### src/rtl/adc_serial_reader.sv
// Master-side controller for an 8-bit serial ADC: frames chip-select, generates sclk,
// shifts the result in MSB first and presents it with a one-cycle data_valid strobe.
module adc_serial_reader #(
    parameter int CLK_DIV     = 25,
    parameter int CS_SETUP    = 75,
    parameter int CONV_CYCLES = 1000
) (
    input  logic       clk,
    input  logic       rst_n,
    input  logic       enable,
    input  logic       adc_dout,
    output logic       adc_cs_n,
    output logic       adc_sclk,
    output logic [7:0] audio_data,
    output logic       data_valid,
    output logic       busy
);

    localparam int CNT_MAX = (CLK_DIV > CS_SETUP)
                           ? ((CLK_DIV > CONV_CYCLES) ? CLK_DIV : CONV_CYCLES)
                           : ((CS_SETUP > CONV_CYCLES) ? CS_SETUP : CONV_CYCLES);
    localparam int CNT_W = $clog2(CNT_MAX + 1);

    localparam logic [CNT_W-1:0] SETUP_LAST = CNT_W'(CS_SETUP - 1);
    localparam logic [CNT_W-1:0] HALF_LAST  = CNT_W'(CLK_DIV - 1);
    localparam logic [CNT_W-1:0] WAIT_LAST  = CNT_W'(CONV_CYCLES - 1);

    typedef enum logic [2:0] {
        ST_IDLE,
        ST_SETUP,
        ST_SHIFT,
        ST_DONE,
        ST_WAIT
    } state_t;

    state_t           state, state_nxt;
    logic [CNT_W-1:0] cnt, cnt_nxt;
    logic             phase, phase_nxt;   // 0: sclk high half, 1: sclk low half
    logic [2:0]       bit_cnt, bit_nxt;
    logic [7:0]       shift_reg, shift_nxt;
    logic [7:0]       data_nxt;
    logic             cs_n_nxt, sclk_nxt, valid_nxt, busy_nxt;
    logic             dout_p0, dout_p1;
    logic             half_end;

    assign half_end = (cnt == HALF_LAST);

    // adc_dout is asynchronous to clk: two-flop synchronizer
    always_ff @(posedge clk or negedge rst_n) begin
        if (!rst_n) begin
            dout_p0 <= 1'b0;
            dout_p1 <= 1'b0;
        end else begin
            dout_p0 <= adc_dout;
            dout_p1 <= dout_p0;
        end
    end

    always_ff @(posedge clk or negedge rst_n) begin
        if (!rst_n) state <= ST_IDLE;
        else        state <= state_nxt;
    end

    always_comb begin
        state_nxt = state;
        case (state)
            ST_IDLE:  if (enable) state_nxt = ST_SETUP;
            ST_SETUP: if (cnt == SETUP_LAST) state_nxt = ST_SHIFT;
            ST_SHIFT: if (half_end && phase && bit_cnt == 3'd7) state_nxt = ST_DONE;
            ST_DONE:  state_nxt = ST_WAIT;
            ST_WAIT:  if (cnt == WAIT_LAST) state_nxt = enable ? ST_SETUP : ST_IDLE;
            default:  state_nxt = ST_IDLE;
        endcase
    end

    // Outputs are computed for the upcoming state so that every pin is a flop
    always_comb begin
        cnt_nxt   = '0;
        phase_nxt = phase;
        bit_nxt   = bit_cnt;
        shift_nxt = shift_reg;
        data_nxt  = audio_data;
        if (state_nxt == state && state != ST_IDLE && state != ST_DONE
            && !(state == ST_SHIFT && half_end))
            cnt_nxt = cnt + 1'b1;
        if (state == ST_SHIFT && half_end) begin
            phase_nxt = ~phase;
            if (!phase) shift_nxt = {shift_reg[6:0], dout_p1};
            else        bit_nxt   = bit_cnt + 3'd1;
        end
        if (state_nxt == ST_DONE) data_nxt = shift_reg;
        cs_n_nxt  = !(state_nxt == ST_SETUP || state_nxt == ST_SHIFT);
        sclk_nxt  = (state_nxt == ST_SHIFT) && !phase_nxt;
        valid_nxt = (state_nxt == ST_DONE);
        busy_nxt  = (state_nxt != ST_IDLE);
    end

    always_ff @(posedge clk or negedge rst_n) begin
        if (!rst_n) begin
            cnt        <= '0;
            phase      <= 1'b0;
            bit_cnt    <= 3'd0;
            shift_reg  <= 8'h00;
            audio_data <= 8'h00;
            adc_cs_n   <= 1'b1;
            adc_sclk   <= 1'b0;
            data_valid <= 1'b0;
            busy       <= 1'b0;
        end else begin
            cnt        <= cnt_nxt;
            phase      <= phase_nxt;
            bit_cnt    <= bit_nxt;
            shift_reg  <= shift_nxt;
            audio_data <= data_nxt;
            adc_cs_n   <= cs_n_nxt;
            adc_sclk   <= sclk_nxt;
            data_valid <= valid_nxt;
            busy       <= busy_nxt;
        end
    end

endmodule

### config.mk
export PLATFORM = sky130hd
export DESIGN_NAME = adc_serial_reader
export DESIGN_NICKNAME = d
export VERILOG_FILES = /design/src/rtl/adc_serial_reader.sv
export SDC_FILE = /design/constraint.sdc
export NUM_CORES = 1
export LEC_CHECK = 0
export CORE_ASPECT_RATIO = 0.5
export CORE_MARGIN = 5
export CORE_UTILIZATION = 60
export CTS_BUF_LIST = sky130_fd_sc_hd__clkbuf_2 sky130_fd_sc_hd__clkbuf_4 sky130_fd_sc_hd__clkbuf_8
export DETAILED_ROUTE_END_ITERATION = 7
export PLACE_DENSITY_LB_ADDON = 0.25
export REMOVE_ABC_BUFFERS = 1
export SYNTH_ARGS = -nofsm -noshare
export SYNTH_HDL_FRONTEND = slang
export SYNTH_SLANG_ARGS = --single-unit
### constraint.sdc
create_clock -name clk -period 3.1 [get_ports clk]
set_clock_uncertainty 0.15 [all_clocks]
set_input_delay 0.465 -clock clk [delete_from_list [all_inputs] [get_ports clk]]
set_output_delay 0.465 -clock clk [all_outputs]
set_load 0.005 [all_outputs]
==> results.toml <==
[sta]
fmax_mhz = 451
rsz0062_at_grt = "no"
setup_viol = 0
maxSlewHeadroom = 0.440
hold_viol_final = 0
tightest_slew_ns = 0.840
setup_tns_ns = 0
final_max_slew_viol_count = 0
post-route-period-util = 0.715
period_minus_slack_ns = 2.22

[yosys]
syn_inst = 140
ys_ff_latch = 39
ys_types = 39
yosysSeqAreaShare = 0.555
postSynthAreaPerCell_um2 = 12.6
synthesis.area_um2 = 1760
yosysWarnings = 0

[finish]
area_growth_pct = 17.4
antenna_cells = 0
finish.utilization = 0.765
largest_reg_flops = 10
layout.nets = 169
drive_above_1_share = 0.195

[critical_path]
worstPathRequired_ns = 3.12
crit_arrival_ns = 2.24
worstPathMaxFanout = 8
worstSetupPathType = "reg2reg"
worstSetupEndpointType = "flop"
startpoint_type = "flop"

[clock_network]
post_cts_resized = 0
cts_tree = "built"
clkTransAtPathRegs_ns = 0.07
numCtsBuffers = 5
htreeDepth = 2
clock-sinks = 39
post_cts_buffers = 0
insertion_delay_ns = 0.29
cts.path.max_buffers = 2
cts.root.buffer_cell = "clkbuf_8"
hold_buffers = 0

[route]
drtAntennaViolNets = 0
via_per_inst = 5.58
drtPass1Iterations = 4
drc = 0
post_drt_wl_per_cell_um = 15.1
routed_wl_um = 2960
drt-initial-drc-count = 45
vias = 1094

[pwr]
p_leak_nw = 0.980
power_density_nw_per_um2 = 665
ir_drop_mv = 0.405

[placement]
hpwl_um = 2030
gp_congestion = 0.778
port_buffers = 15

[run]
drv_cap = 0

[die]
floorplan.rows = 13
dieArea_um2 = 4180
core_area_um2 = 2700
fp.dieH_um = 48.3
num_io_pins = 16
fp.dieW_um = 86.6
initial_utilization = 0.652

[grt]
gr-usage-all-layers = 0.171
grt_pass1_wl_um = 5200
antenna_found_initial = 0
grt_pass1_vias = 1086
grt_max_degree = 40
grt.overflow.total = 0

[worst_hold_path]
hold_class = "in2async"

[run_status]
status = "finished clean"
## logic make-up (layout without fill, tap and decap cells)
group           Yosys count  in the layout  share of synthesized area
flops                    39             39                      0.555
fa+ha+maj                 7              7                     0.0498
mux                      18             18                      0.130
simple gates             47             47                      0.149
compound gates           10             10                     0.0434
xor+xnor                  9              9                     0.0448
buf+inv                  10             29                     0.0270
## per-stage QoR
stage / instances / hold slack (ns) / cell area [µm²] / setup slack, ns / total power, mW
2_1_floorplan: 135 / 0.0194 / 1730 / 0.873 / 0.801
3_3_place_gp: 188 / 0.188 / 1930 / 0.954 / 0.859
3_5_place_dp: 188 / 0.187 / 1930 / 0.911 / 0.873
4_1_cts: 196 / 0.148 / 2070 / 0.866 / 1.38
5_1_grt: 196 / 0.197 / 2070 / 0.738 / 1.45
6_report: 196 / 0.122 / 2070 / 0.883 / 1.37
## area by class of cell
type / instances / area [µm²]
Clock buffer: 6 / 76.3
Clock inverter: 2 / 60.1
Fill cell: 180 / 634
Inverter: 5 / 18.8
Multi-Input combinational cell: 91 / 734
Sequential cell: 39 / 977
Tap cell: 37 / 46.3
Timing Repair Buffer: 16 / 153
## layer usage
layer / track usage / vias to the layer above / share of wire
met5: 0 / - / 0
met4: 0.0652 / 0 / 0.0098
met3: 0.0573 / 4 / 0.049
met2: 0.299 / 21 / 0.47
met1: 0.204 / 554 / 0.47
li1: - / 515 / -
## final timing paths
check	end	slack, ns	startpoint	depth (start not counted)
hold reg to reg	dout_p1$_DFF_PN0_	0.20	dout_p0$_DFF_PN0_	0
min in group clk	dout_p1$_DFF_PN0_	0.20	dout_p0$_DFF_PN0_	0
setup reg to reg	shift_reg[6]$_DFFE_PN0P_	0.88	cnt[0]$_DFF_PN0_	7
setup / recovery	shift_reg[6]$_DFFE_PN0P_	0.88	cnt[0]$_DFF_PN0_	7
hold / removal	cnt[7]$_DFF_PN0_	0.12	rst_n	1
max in group asynchronous	cnt[4]$_DFF_PN0_	2.15	rst_n	1
## cell usage in the layout, fill, tap and decap left out, types with 2 or more instances in the layout
master,synthesis,layout
nor2b_1,3,3
clkdlybuf4s50_1,0,14
nand2_1,6,6
nor4_1,2,2
nand2b_1,2,2
mux2_4,7,7
bufinv_16,0,2
ha_1,7,7
xor2_1,3,3
inv_1,5,5
clkbuf_8,0,5
nor2_1,17,17
mux2_2,10,10
nor3_1,3,3
nand3_1,4,4
xnor2_1,6,6
dfrtp_1,38,38
## cell usage after synthesis, drive strengths merged
library cell	instances	area (µm²)
nor4	2	12.5
inv	5	18.8
o31ai	1	7.51
a21oi	1	5.00
nand2b	2	12.5
o211a	1	10.0
nand4	1	6.26
or3b	1	8.76
nand2	6	22.5
and3b	1	8.76
nor3	4	25.0
or2	1	6.26
ha	7	87.6
xor2	3	26.3
nor2b	3	18.8
xnor2	6	52.6
dfstp	1	26.3
nor2	17	63.8
dfrtp	38	951
and4bb	1	12.5
o21ai	1	5.00
a2111oi	1	8.76
buf	3	21.3
and3	1	6.26
a22oi	1	7.51
mux2	18	229
o311ai	1	8.76
o21bai	1	7.51
nand3	4	20.0
nor4b	1	23.8
a211oi	1	7.51
a31o	1	8.76
clkbuf	2	7.51
nand4b	1	8.76
or3	1	6.26
## report_power, final
group	internal, mW	switching, mW
Sequential	0.566	0.0817
Combinational	0.105	0.117
Clock	0.330	0.173
## worst max-delay path, stage by stage (launching register included)
cell and delay [ns]:
dfrtp_1 0.43, inv_1 0.10, ha_1 0.15, and4bb_1 0.22
nand3_1 0.12, nor2_1 0.16, ha_1 0.40, mux2_2 0.39
(Power assumes the default switching activity.)
